### src/rtl/pc_gen_pkg.sv
// Shared types and default vectors for the program-counter generator.
// The build macro PC_GEN_RAS_EN (see pc_gen.sv) does not change this package.
package pc_gen_pkg;

  typedef enum logic [1:0] {
    ST_BOOT,
    ST_RUN,
    ST_STALL
  } pc_state_e;

  typedef enum logic [2:0] {
    SRC_HOLD,
    SRC_INC,
    SRC_TRAP,
    SRC_EPC,
    SRC_RAS,
    SRC_TGT
  } pc_src_e;

  localparam logic [31:0] DEF_RESET_VEC = 32'h0040_0000;
  localparam logic [31:0] DEF_TRAP_VEC  = 32'h0040_0004;

endpackage

### src/rtl/pc_ras.sv
// Circular return-address stack; a push when full overwrites the oldest entry.
// Storage is not reset, only the pointer and occupancy count.
module pc_ras
  import pc_gen_pkg::*;
#(
  parameter int ADDR_W    = 32,
  parameter int RAS_DEPTH = 4
) (
  input  logic              clk,
  input  logic              rst_n,
  input  logic              push,
  input  logic              pop,
  input  logic [ADDR_W-1:0] push_data,
  output logic [ADDR_W-1:0] top,
  output logic              empty,
  output logic              full
);

  localparam int PTR_W = (RAS_DEPTH > 2) ? $clog2(RAS_DEPTH) : 1;

  logic [ADDR_W-1:0] mem [RAS_DEPTH];
  logic [PTR_W-1:0]  sp_q;
  logic [PTR_W:0]    cnt_q;
  logic [PTR_W-1:0]  sp_inc;

  assign sp_inc = sp_q + PTR_W'(1);
  assign top    = mem[sp_q];
  assign empty  = (cnt_q == '0);
  assign full   = (cnt_q == (PTR_W + 1)'(RAS_DEPTH));

  always_ff @(negedge clk or posedge rst_n) begin
    if (rst_n) begin
      sp_q  <= '0;
      cnt_q <= '0;
    end else if (push) begin
      sp_q <= sp_inc;
      if (!full) cnt_q <= cnt_q + (PTR_W + 1)'(1);
    end else if (pop && !empty) begin
      sp_q  <= sp_q - PTR_W'(1);
      cnt_q <= cnt_q - (PTR_W + 1)'(1);
    end
  end

  always_ff @(negedge clk) begin
    if (push) mem[sp_inc] <= push_data;
  end

endmodule

### src/rtl/pc_gen.sv
// Fetch PC generator: boot/run/stall FSM, trap/eret, redirects, falling-edge state.
// Define PC_GEN_RAS_EN to build in the return-address stack and call/ret handling.
module pc_gen
  import pc_gen_pkg::*;
#(
  parameter int                ADDR_W    = 32,
  parameter logic [ADDR_W-1:0] RESET_VEC = ADDR_W'(DEF_RESET_VEC),
  parameter logic [ADDR_W-1:0] TRAP_VEC  = ADDR_W'(DEF_TRAP_VEC),
  parameter int                RAS_DEPTH = 4
) (
  input  logic              clk,
  input  logic              rst_n,
  input  logic              ena,
  input  logic              stall,
  input  logic              redirect_valid,
  input  logic [ADDR_W-1:0] redirect_target,
  input  logic              trap,
  input  logic              eret,
  input  logic              call,
  input  logic              ret,
  output logic [ADDR_W-1:0] pc,
  output logic              pc_valid,
  output logic [ADDR_W-1:0] epc,
  output logic              misalign,
  output logic              ras_empty,
  output logic              ras_full
);

  function automatic logic [ADDR_W-1:0] align_word(input logic [ADDR_W-1:0] a);
    return {a[ADDR_W-1:2], 2'b00};
  endfunction

  pc_state_e         state_q, state_d;
  pc_src_e           src;
  logic              mis_set;
  logic              mis_q;
  logic [ADDR_W-1:0] pc_q, pc_d, epc_q;
  logic [ADDR_W-1:0] pc_inc;
  logic              ras_empty_w, ras_full_w;

  assign pc_inc = pc_q + ADDR_W'(4);

`ifdef PC_GEN_RAS_EN
  logic              ras_push, ras_pop;
  logic [ADDR_W-1:0] ras_top;

  pc_ras #(
    .ADDR_W   (ADDR_W),
    .RAS_DEPTH(RAS_DEPTH)
  ) u_ras (
    .clk      (clk),
    .rst_n    (rst_n),
    .push     (ras_push & ena),
    .pop      (ras_pop & ena),
    .push_data(pc_inc),
    .top      (ras_top),
    .empty    (ras_empty_w),
    .full     (ras_full_w)
  );
`else
  // Hint inputs and depth have no effect without the stack.
  logic unused_cfg;
  assign unused_cfg  = call ^ ret ^ (RAS_DEPTH < 2);
  assign ras_empty_w = 1'b1;
  assign ras_full_w  = 1'b0;
`endif

  always_ff @(negedge clk or posedge rst_n) begin
    if (rst_n) state_q <= ST_BOOT;
    else if (ena) state_q <= state_d;
  end

  always_comb begin
    state_d = state_q;
    case (state_q)
      ST_BOOT: state_d = ST_RUN;
      ST_RUN, ST_STALL: begin
        if (trap)       state_d = ST_RUN;
        else if (stall) state_d = ST_STALL;
        else            state_d = ST_RUN;
      end
      default: state_d = ST_BOOT;
    endcase
  end

  // Trap wins even while stalled; stall and trap both block any stack traffic.
  always_comb begin
    src      = SRC_HOLD;
    mis_set  = 1'b0;
    pc_valid = (state_q != ST_BOOT);
`ifdef PC_GEN_RAS_EN
    ras_push = 1'b0;
    ras_pop  = 1'b0;
`endif
    if (state_q != ST_BOOT) begin
      if (trap) begin
        src = SRC_TRAP;
      end else if (stall) begin
        src = SRC_HOLD;
      end else if (eret) begin
        src = SRC_EPC;
`ifdef PC_GEN_RAS_EN
      end else if (ret && !ras_empty_w) begin
        src     = SRC_RAS;
        ras_pop = 1'b1;
      end else if (redirect_valid) begin
        src      = SRC_TGT;
        mis_set  = |redirect_target[1:0];
        ras_push = call && !ret;
`else
      end else if (redirect_valid) begin
        src     = SRC_TGT;
        mis_set = |redirect_target[1:0];
`endif
      end else begin
        src = SRC_INC;
      end
    end
  end

  always_comb begin
    pc_d = pc_q;
    case (src)
      SRC_INC:  pc_d = pc_inc;
      SRC_TRAP: pc_d = TRAP_VEC;
      SRC_EPC:  pc_d = epc_q;
      SRC_TGT:  pc_d = align_word(redirect_target);
`ifdef PC_GEN_RAS_EN
      SRC_RAS:  pc_d = ras_top;
`endif
      default:  pc_d = pc_q;
    endcase
  end

  always_ff @(negedge clk or posedge rst_n) begin
    if (rst_n) begin
      pc_q  <= RESET_VEC;
      epc_q <= '0;
      mis_q <= 1'b0;
    end else if (ena) begin
      pc_q <= pc_d;
      if (src == SRC_TRAP) epc_q <= pc_q;
      if (mis_set) mis_q <= 1'b1;
    end
  end

  assign pc        = pc_q;
  assign epc       = epc_q;
  assign misalign  = mis_q;
  assign ras_empty = ras_empty_w;
  assign ras_full  = ras_full_w;

endmodule

### config.mk
export PLATFORM = sky130hd
export DESIGN_NAME = pc_gen
export DESIGN_NICKNAME = d
export VERILOG_FILES = /design/src/rtl/pc_gen_pkg.sv /design/src/rtl/pc_ras.sv /design/src/rtl/pc_gen.sv
export SDC_FILE = /design/constraint.sdc
export NUM_CORES = 1
export LEC_CHECK = 0
export ABC_CLOCK_PERIOD_IN_PS = 1900
export CORE_AREA = 4 4 88 111
export CTS_CLUSTER_DIAMETER = 30
export CTS_CLUSTER_SIZE = 30
export DETAILED_ROUTE_END_ITERATION = 10
export DIE_AREA = 0 0 92 115
export MAX_ROUTING_LAYER = met4
export PLACE_DENSITY = 0.83
export RECOVER_POWER = 100
export SYNTH_ARGS = -nofsm -noshare
export SYNTH_HDL_FRONTEND = slang
export SYNTH_SLANG_ARGS = --single-unit
### constraint.sdc
create_clock -name clk -period 1.9 [get_ports clk]
set_input_delay 0.38 -clock clk [delete_from_list [all_inputs] [get_ports clk]]
set_output_delay 0.38 -clock clk [all_outputs]
set_load 0.02 [all_outputs]
## Yosys cells after proc, flatten, opt, wreduce, memory -nomap -nowiden

Cells that the tools add are included.

- Register bits after elaboration: 67
- Input bits: 41
- Output and inout port bits: 68
- Word-level logic and storage cells: 33

- Add/subtract/negate cells: 1
- Equal/unequal tests: 6
- Muxes and demuxes: 14
- Reductions and logical operators: 8

Operators with widths:

| cell | number |
|---|---|
| one-hot mux 32 bit (4 select lines) | 1 |
| adder 32 x 3 -> 32 bit (second input constant) | 1 |
| two-way mux 3 bit | 5 |
| equality test 3 x 2 -> 1 bit (second input constant) | 2 |
| AND reduction 2 bit | 3 |
| two-way mux 1 bit | 5 |
| two-way mux 2 bit | 2 |
| one-hot mux 2 bit (2 select lines) | 1 |
| nonzero test 4 bit | 1 |
| OR reduction 2 bit | 2 |
| equality test 3 x 1 -> 1 bit (second input constant) | 1 |
| equality test 3 bit (second input constant) | 1 |
| equality test 2 x 1 -> 1 bit (second input constant) | 1 |
| equality test 2 bit (second input constant) | 1 |
| logical NOT 2 bit | 1 |
| nonzero test 2 bit | 1 |

## Logic depth before layout (Yosys ltp)

Gate-level depths: netlist (run 1).

- Depth after elaboration: 8
- Gate-level depth with buffers: 9
- Depth with buffers taken out: 7

==> flow_metrics.tcl, run 1 <==
set metrics [dict create \
    status "complete, but fails checks" \
    failed_checks "negative setup slack" \
    mostFrequentLayoutCell "buf_4" \
    portBuffers 104 \
    crit_family "buffers and inverters" \
    vias 5135 \
    overflow 0 \
    cap_viol_max_count 0 \
    cp.required_ps 1140 \
    crit_path_max_fanout 7 \
    whs_ps 482 \
    fin_skew_ps 77.7 \
    setup_violations 132 \
    mappedNetlistArea_sq_um 3650 \
    layout.nets 693 \
    irDropWorstVdd_uv 1070 \
    gp_congestion 0.940 \
    relSlewSlack 0.476 \
    combPwrFrac 0.640 \
    ant_nets 0 \
    synth_top_family_by_area "compound AO/OA/AOI/OAI gates" \
    critical_path_buf_inv_count 5 \
    synth_edf_count 0 \
    synthXorXnorAreaFrac 0 \
    leakage_uw 0.00356 \
    hp-class "reg -> reg" \
    crit_arrival_ps 1860 \
    most-common-layout-cells "146 x buf_4, 88 x buf_6, 66 x dfrtn_1, 33 x clkdlybuf4s50_1, 27 x mux2_4" \
    synth-seq-area-share 0.459 \
    drc 0 \
    p_clk_frac 0.120 \
    seqPwrFrac 0.240 \
    die_area_sq_um 10600 \
    synth_compound_area_frac 0.226 \
    critPathKind "in -> reg" \
    switching_share 0.420 \
    cts_tree "yes" \
    cts_sinks 67 \
    fin_util 0.867 \
    fp.dieH_um 115 \
    cts_buffers 9 \
    fp.coreArea_sq_um 8650 \
    synthAdderAreaFrac 0.0103 \
    ctsHtreeMaxLevel 3 \
    hold_viol 0 \
    worstMarginPinSlew_ps 780 \
    synthCells 365 \
    die_w_um 92 \
    drive_gt1_frac 0.615 \
    slowest_stage "o21ai_1" \
    drt-vias-per-instance 6.63 \
    path_clk_slew_ps 60 \
    tns_ps -49690 \
    grt_pass1_wl_mm 27.5 \
    rows 38 \
    synth_ff_type "dfrtn_1" \
    synth_nets 409 \
    clk_latency_ps 430 \
    timing.reg2reg.setup_slack_ps -590 \
    syn_to_final_growth_pct 105 \
    io_pins 109 \
    antenna_found_initial 1 \
    p_int_uw 5960 \
    grt.total_usage 0.351 \
    worstPathCellList "buf_8 -> nor2b_4 -> clkbuf_1 -> nor3_4 -> buf_12 -> buf_12 -> buf_8 -> a31oi_1 -> o21ai_1 -> o21ai_1" \
    slew_violations 0 \
    synth.avg_cell_area_sq_um 10.0 \
    cts_max_path_buffers 2 \
    synth_simple_gate_area_frac 0.165 \
    grt_max_degree 26 \
    ys_async_sr_fraction 1.00 \
    switching_power_uw 4310 \
    wl_mm 21.9 \
    rsz0062_at_grt "true" \
    setup_ws_ps -719 \
    start_util 0.422 \
    synth.area.mux_share 0.0832 \
    grt_pass1_vias 4987 \
    wl_per_cell_um 28.2 \
    cpPeakStageDelay_ps 280 \
    dpl_worst_slack_ps -1400 \
    place_hpwl_mm 9.33 \
    first_pass_iters 6 \
    drtIter0Drc 745 \
    ys_ff_latch 67 \
    synth_cell_types 61 \
    startpoint_type "primary input" \
    yosysWarnings 0 \
    crit_path_end_kind "flop" \
    cts_root_buf "clkbuf_8" \
    p_per_area_nw_per_um2 1370 \
]
-- layout make-up --
| type | instances | area, sq um |
|---|---|---|
| inverter | 15 | 57.6 |
| timing repair buffer | 300 | 3000 |
| clock inverter | 4 | 17.5 |
| fill | 362 | 1150 |
| antenna | 1 | 2.50 |
| sequential | 67 | 1680 |
| clock buffer | 13 | 170 |
| multi-input combinational | 255 | 2430 |
| tap | 120 | 150 |
-- synth_stat cells, types with 6 or more instances --
cell type  instances  area (sq um)
a21oi_1           20           100
a221oi_1          13           114
a22o_1             6          52.6
a22oi_1            7          52.6
and3_1             7          43.8
buf_2             14          70.1
clkbuf_1           7          26.3
dfrtn_1           66          1650
inv_1             16          60.1
mux2_2            27           304
nand2_1           23          86.3
nand3_1           10          50.1
nand4_1           10          62.6
nor2_1            16          60.1
nor3_1            10          50.1
o21ai_0           30           150
o22ai_1            6          37.5
-- path summary, 6_finish.rpt --
path	from	endpoint	cells after the start
hold / removal	misalign	misalign	1
max in group asynchronous	rst_n	epc[12]	3
setup reg to reg	pc[9]	pc[24]	8
min in group asynchronous	rst_n	pc[22]	2
setup / recovery	stall	pc[24]	10
hold reg to reg	misalign	misalign	1
-- power by group through the flow --
stage | logic, uW | clock network (uW) | registers, uW
6_report | 6580 | 1230 | 2470
5_1_grt | 6740 | 1280 | 2490
4_1_cts | 5540 | 1160 | 2380
3_5_place_dp | 4400 | 6.59 | 2310
3_3_place_gp | 4280 | 6.59 | 2300
2_1_floorplan | 1180 | 6.59 | 3070
-- cells by family after synthesis --
group,Yosys count
buffers and inverters,43
and+or+nand+nor,104
adders and majority gates,3
muxes,27
DFF,67
other,2
AOI/OAI and AO/OA,119
-- registers in the layout, indices dropped and copies added (netlist names) --
| signal | count |
|---|---|
| pc | 32 |
| epc | 32 |
| misalign | 1 |
| state_q | 2 |
-- timing repair --
action / CTS / global route
pin swaps: 50 / 32
hold buffers: 0 / 0
buffers inserted: 42 / 40
resized for setup: 548 / 73
gates cloned: 9 / 1
setup endpoints to repair: 133 / 132
-- per-stage QoR --
stage               total power [uW]  instance area (sq um)  instances
floorplan                       4250                   3800        365
global placement                6590                   5730        675
detailed placement              6710                   5730        675
CTS                             9080                   7020        741
global route                   10500                   7500        775
finish                         10300                   7500        775
-- metal layers --
layer	GRT usage	wire length, um
met5	-	0
met4	0.260	1970
met3	0.0772	2460
met2	0.564	10300
met1	0.381	7110
-- worst reg2reg max path: stages, from the launching register on --
cell             delay (ps)
dfrtn_1                 470
buf_4                   140
buf_4                   160
nand4_4                 220
nor4_4                  410
clkdlybuf4s15_2         360
a31oi_1                 150
o21ai_1                 280
o21ai_1                 130
(Power assumes the default switching activity.)
==> run 2: changes to the inputs <==
CTS_CLUSTER_DIAMETER = 200   (was 30)
==> results of run 2 <==
Final layout, timing and power as in run 1 (identical DEF).
==> run 3: changes to the inputs <==
SLEW_MARGIN = 20   (was default)
==> results of run 3 <==
Final layout, timing and power as in run 1 (identical DEF).
